<file path="src/rtl/fetch_decode_pipe.sv">
// fetch_decode_pipe: single-issue instruction fetch front end feeding a decode
// (ID) register, with field extraction and a register file that provides
// bypassed operand reads.
module fetch_decode_pipe #(
    parameter int              XLEN     = 32,
    parameter int              NREGS    = 32,
    parameter logic [XLEN-1:0] RESET_PC = '0
) (
    input  logic            clk,
    input  logic            reset,
    output logic            imem_req,
    output logic [XLEN-1:0] imem_addr,
    input  logic            imem_valid,
    input  logic [31:0]     imem_rdata,
    input  logic            redirect,
    input  logic [XLEN-1:0] redirect_tgt,
    input  logic            stall,
    input  logic            wb_en,
    input  logic [4:0]      wb_rd,
    input  logic [XLEN-1:0] wb_data,
    output logic            id_valid,
    output logic [XLEN-1:0] id_pc,
    output logic [6:0]      opcode,
    output logic [4:0]      rd,
    output logic [2:0]      funct3,
    output logic [4:0]      rs1,
    output logic [4:0]      rs2,
    output logic [6:0]      funct7,
    output logic [XLEN-1:0] rs1_data,
    output logic [XLEN-1:0] rs2_data,
    output logic            illegal_reg
);

    // Index width of the physical register array (16 or 32 entries).
    localparam int          IDXW    = (NREGS == 16) ? 4 : 5;
    localparam logic [5:0]  NREGS_W = 6'(NREGS);
    localparam logic [31:0] NOP     = 32'h0000_0013;

    typedef enum logic [1:0] {
        ST_BOOT  = 2'd0,
        ST_FETCH = 2'd1,
        ST_FLUSH = 2'd2
    } state_t;

    state_t          r_state;
    logic [XLEN-1:0] r_pc;
    logic [31:0]     r_ir;
    logic [XLEN-1:0] r_id_pc;
    logic            r_id_valid;
    logic [XLEN-1:0] r_regs [NREGS];

    logic            w_imem_req;
    logic            w_accept;
    logic            w_wr_ok;
    logic [4:0]      w_rd;
    logic [4:0]      w_rs1;
    logic [4:0]      w_rs2;
    logic [XLEN-1:0] w_rs1_data;
    logic [XLEN-1:0] w_rs2_data;

    // True when a 5-bit register index names an implemented register.
    function automatic logic idx_legal(input logic [4:0] idx);
        return ({1'b0, idx} < NREGS_W);
    endfunction

    // A request goes out only in FETCH and only if the ID slot can take it.
    assign w_imem_req = (r_state == ST_FETCH) && !(r_id_valid && stall);
    // A redirect discards any response arriving in the same cycle.
    assign w_accept   = w_imem_req && imem_valid && !redirect;
    assign w_wr_ok    = wb_en && (wb_rd != 5'd0) && idx_legal(wb_rd);

    assign w_rd  = r_ir[11:7];
    assign w_rs1 = r_ir[19:15];
    assign w_rs2 = r_ir[24:20];

    // Fetch FSM, PC and ID register; redirect outranks acceptance and stall.
    always_ff @(posedge clk) begin
        if (reset) begin
            r_state    <= ST_BOOT;
            r_pc       <= RESET_PC;
            r_id_valid <= 1'b0;
            r_ir       <= NOP;
            r_id_pc    <= RESET_PC;
        end else begin
            case (r_state)
                ST_BOOT:  r_state <= ST_FETCH;
                ST_FETCH: r_state <= ST_FETCH;
                ST_FLUSH: r_state <= ST_FETCH;
                default:  r_state <= ST_BOOT;
            endcase
            if (redirect) begin
                r_state    <= ST_FLUSH;
                r_pc       <= redirect_tgt;
                r_id_valid <= 1'b0;
            end else if (w_accept) begin
                r_ir       <= imem_rdata;
                r_id_pc    <= r_pc;
                r_id_valid <= 1'b1;
                r_pc       <= r_pc + XLEN'(4);
            end else if (r_id_valid && stall) begin
                r_ir       <= r_ir;
                r_id_pc    <= r_id_pc;
                r_id_valid <= r_id_valid;
                r_pc       <= r_pc;
            end else begin
                r_id_valid <= 1'b0;
            end
        end
    end

    // Register file write port; x0 and unimplemented indices are never written.
    always_ff @(posedge clk) begin
        if (reset) begin
            for (int i = 0; i < NREGS; i++) begin
                r_regs[i] <= '0;
            end
        end else if (w_wr_ok) begin
            r_regs[wb_rd[IDXW-1:0]] <= wb_data;
        end
    end

    // rs1 read port with same-cycle write-back bypass.
    always_comb begin
        w_rs1_data = '0;
        if ((w_rs1 == 5'd0) || !idx_legal(w_rs1)) begin
            w_rs1_data = '0;
        end else if (wb_en && (wb_rd == w_rs1)) begin
            w_rs1_data = wb_data;
        end else begin
            w_rs1_data = r_regs[w_rs1[IDXW-1:0]];
        end
    end

    // rs2 read port with same-cycle write-back bypass.
    always_comb begin
        w_rs2_data = '0;
        if ((w_rs2 == 5'd0) || !idx_legal(w_rs2)) begin
            w_rs2_data = '0;
        end else if (wb_en && (wb_rd == w_rs2)) begin
            w_rs2_data = wb_data;
        end else begin
            w_rs2_data = r_regs[w_rs2[IDXW-1:0]];
        end
    end

    assign imem_req    = w_imem_req;
    assign imem_addr   = r_pc;
    assign id_valid    = r_id_valid;
    assign id_pc       = r_id_pc;
    assign opcode      = r_ir[6:0];
    assign rd          = w_rd;
    assign funct3      = r_ir[14:12];
    assign rs1         = w_rs1;
    assign rs2         = w_rs2;
    assign funct7      = r_ir[31:25];
    assign rs1_data    = w_rs1_data;
    assign rs2_data    = w_rs2_data;
    assign illegal_reg = r_id_valid &&
                         (!idx_legal(w_rd) || !idx_legal(w_rs1) || !idx_legal(w_rs2));

endmodule
</file>
<file path="config.mk">
export PLATFORM = sky130hd
export DESIGN_NAME = fetch_decode_pipe
export DESIGN_NICKNAME = d
export VERILOG_FILES = /design/src/rtl/fetch_decode_pipe.sv
export SDC_FILE = /design/constraint.sdc
export NUM_CORES = 2
export LEC_CHECK = 0
export ABC_AREA = 0
export BUFFER_PORTS_ARGS = -buffer_cell sky130_fd_sc_hd__buf_2
export CAP_MARGIN = 5
export CORE_MARGIN = 1.5
export CORE_UTILIZATION = 40
export DETAILED_ROUTE_END_ITERATION = 10
export PLACE_DENSITY = 0.54
export SYNTH_ARGS = -nofsm -noshare
export SYNTH_HDL_FRONTEND = slang
export SYNTH_SLANG_ARGS = --single-unit
</file>
<file path="constraint.sdc">
create_clock -name clk -period 8.4 [get_ports clk]
set_input_delay 0.42 -clock clk [delete_from_list [all_inputs] [get_ports clk]]
set_output_delay 0.42 -clock clk [all_outputs]
set_load 0.02 [all_outputs]
</file>
Word-level counts from Yosys, hierarchy flattened
Memories as Yosys holds them, arrays and structs flattened. A register that Yosys moved wholly into a read port is not among the register bits.
Cells that the tools add are included.
- word-level logic and storage cells: 54
- output and inout port bits: 163
- bits in writable memories: 1024
- bits in registers: 99
- memories kept: 1
- bits of input ports: 107
- memories (name ; depth ; bits a word ; rd ports ; clocked after memory_dff ; write ports ; RTL line ; RTL):
    r_regs ; 32 ; 32 ; 2 ; 2 ; 32 ; 50 ; logic [XLEN-1:0] r_regs [NREGS];
- bitwise operators: 1
- reductions and logical operators: 18
- multiplexer cells: 22
- add/sub/neg operators: 1
- eq/ne operators: 5
- operators with widths (kind ; count):
    32-bit 2-to-1 mux ; 7
    32-bit by 3-bit adder with 32-bit output (second input constant) ; 1
    32-bit OR reduction ; 1
    5-bit 2-to-1 mux ; 5
    5-bit equality test ; 2
    5-bit logical NOT ; 2
    1-bit 2-to-1 mux ; 9
    1-bit logical AND ; 7
    5-bit nonzero test ; 1
    3-bit OR reduction ; 1
    2-bit by 1-bit equality test with 1-bit output (second input constant) ; 1
    2-bit equality test (second input constant) ; 1
    1-bit logical NOT ; 2
    2-bit logical NOT ; 1
    2-bit 2-to-1 mux ; 1
    2-bit != test (second input constant) ; 1
    2-bit AND reduction ; 1
    2-bit nonzero test ; 1
    2-bit OR reduction ; 1
    1-bit NOT ; 1

Longest topological paths before layout
- word-level depth: 8
- mapped depth: 9
- mapped depth without buffers: 5

Worst setup path before layout
OpenSTA, ideal clock, no wires.
- kind: in2reg
- from: in wb_rd[2]
- to: mem r_regs[24][0], enable pin
- arrival: 3.561 ns
- required time: 7.934 ns
- setup time: 0.466 ns
- setup slack: 4.373 ns
- path buffers: 3
- cell stages on the path: 6
- cells stage by stage: buf_2 -> or3_1 -> clkbuf_1 -> nand3b_1 -> clkbuf_1 -> o21ai_0
- RTL lines (what ; RTL line ; RTL):
    from (decl) ; 19 ; input logic [4:0] wb_rd,
    to (decl) ; 50 ;

==> reports/metrics.cfg <==
[logic_synthesis]
ys_ff_latch=1133
ys_types=63
ys_seq_area_share_pct=54.72
synth-edff-count=1024
async_reset_ff_share_pct=0
ys.flop_type=edfxtp_1
avgSynthCellArea_um2=13.13
synth_cells=4585
netlist_area_um2=60180
synth_warnings=0

[clock_tree]
cts_root_buffer=clkbuf_16
cts_tree=done
cts_resized=0
clk_pin_slew_ns=0.06
cts_hold_buf=62
postCtsSetupBuffers=0
clk_latency_ns=0.80
cts_max_level=4
numClockSinks=1133
clk_path_buf_depth=3
numCtsBuffers=134

[worst_setup_path]
critPathLaunchType=flip-flop
worst-path-max-fanout=34
required_ns=7.98
crit_arrival_ns=4.90
endpoint_kind=output port
crit_type=reg -> out

[power_and_ir_drop]
pwr_density_cell_nw_per_um2=195.2
irDropWorstVdd_v=0.0001508
leakage_nw=22.70
power_mw=13.39

[floorplan]
die_w_um=390.9
start_util_pct=40.23
rows=142
core_area_um2=149600
io_pins=270
die_area_um2=152800
die_h_um=390.9

[finish]
fin_nets=4848
mostFrequentLayoutCells=edfxtp_1 (1024), and2_1 (997), mux2i_1 (367)
area_delta_synth_final_pct=13.96
drive_gt1_share_pct=21.64
fillers=13420
fin_cells=6866
final_common_cell=edfxtp_1

[route]
drtIter0Drc=6026
via_per_inst=6.339
avgRoutedWirePerCell_um=35.39
drc_errors=0
antenna_left=0
vias=43520
drt_first_pass_iters=6
wirelength_um=243000

[timing]
setup-tns-final_ns=0
fin_crit_ns=5.315
drv_slew=0
skew_ns=0.02799
tightestPinTransition_ns=1.273
rsz0062_at_grt=false
hold_violations=0
slew-limit-headroom_pct=15.15
setup_slack_ns=3.085
timing.final.crit_share_pct=63.28
max_freq_mhz=188.1
setup_viol=0

[placement]
place.gp.congestion=0.8731
dpl.cell_count=6558
dp_slack_ns=4.017
hpwl_um=143400
portBuffers=268

[grt]
grt_overflow=0
grt_pass1_vias=42370
antenna_found_initial=27
grt_usage_pct=31.47
grt_pass1_wl_um=334900
grt_max_degree=109

[job]
max-cap-violations=0

[status]
status=finished clean

[min_path]
hold_class=in -> reg

[routing by layer]
layer,global-route usage (%),vias up,wire (um)
met5,0,-,66
met4,12.69,10,10570
met3,7.748,537,28120
met2,48.60,2925,110200
met1,42.47,22350,93960
li1,-,17710,-
[final cells by class]
cell class | count | area [um^2] | area share [%]
sequential | 1133 | 32960 | 48.07
multi-input combinational | 2994 | 25910 | 37.78
clock buffer | 181 | 3666 | 5.346
timing repair buffer | 465 | 3044 | 4.439
tap | 2016 | 2522 | 3.678
clock inverter | 58 | 410.4 | 0.5984
inverter | 12 | 47.55 | 0.06933
antenna | 7 | 17.52 | 0.02554
[sequential cells by signal, summed over array words and instances (netlist names), named ones only]
signal     cells
r_regs      1024
id_pc         32
imem_addr     32
r_ir          32
r_state        2
id_valid       1
[worst paths after layout]
check                                      startpoint                         to  slack, ns  depth (start not counted)
worst max register to register  r_state[0]$_SDFF_PP0_                  flip-flop       4.96                          6
worst min register to register  r_state[1]$_SDFF_PP0_      r_state[0]$_SDFF_PP0_       0.44                          1
worst max-delay path                        flip-flop                rs2_data[9]       3.08                          8
worst min-delay path                         redirect  imem_addr[4]$_SDFFE_PP0P_       0.06                          3
[worst max-delay path: stages, from the launching register on]
cell and delay [ns]:
dfxtp_4 0.79, buf_4 0.67, nor2_4 0.33, buf_4 0.35
a221oi_1 0.41, o21ai_0 0.15, a21o_1 0.21, o21ai_0 0.79
buf_2 0.32
[per-stage QoR]
step	util, %	area, um^2	hold slack, ns
after floorplan	-	60300	0.4123
after global placement	42.69	63870	0.4251
after detailed placement	42.69	63870	0.4346
after CTS	45.83	68560	0.01840
after global routing	45.83	68570	0.08602
final	45.84	68580	0.05864
[power breakdown]
group	switching [mW]	leakage (nW)	internal [mW]
clock network	2.46	1.99	3.08
logic	0.814	10.1	0.415
registers	0.172	10.6	6.44
[cell families after synthesis]
group                    synth area share, %
AND/OR/NAND/NOR                        14.31
XOR/XNOR                              0.4657
other                               0.006231
flip-flops                             54.72
adder cells (fa/ha/maj)              0.02079
AO/OA/AOI/OAI                          8.013
buffers and inverters                  3.505
multiplexers                           18.96
[Yosys cell counts, drive strengths merged, types with 37 or more instances]
| cell | n | share of area [%] |
|---|---|---|
| nor2 | 164 | 1.0 |
| mux4 | 334 | 12 |
| nand2 | 198 | 1.2 |
| edfxtp | 1024 | 51 |
| a221oi | 94 | 1.4 |
| dfxtp | 109 | 3.6 |
| mux2i | 367 | 6.1 |
| and2 | 999 | 10 |
| clkbuf | 356 | 2.2 |
| o22ai | 37 | 0.38 |
| a21oi | 122 | 1.0 |
| nor3 | 50 | 0.42 |
| nand3 | 50 | 0.42 |
| o21ai | 130 | 1.1 |
| a221o | 76 | 1.3 |
| o211ai | 49 | 0.61 |
| buf | 122 | 1.2 |
| a211oi | 47 | 0.59 |
No activity file was read; power rests on OpenSTA's default activity.
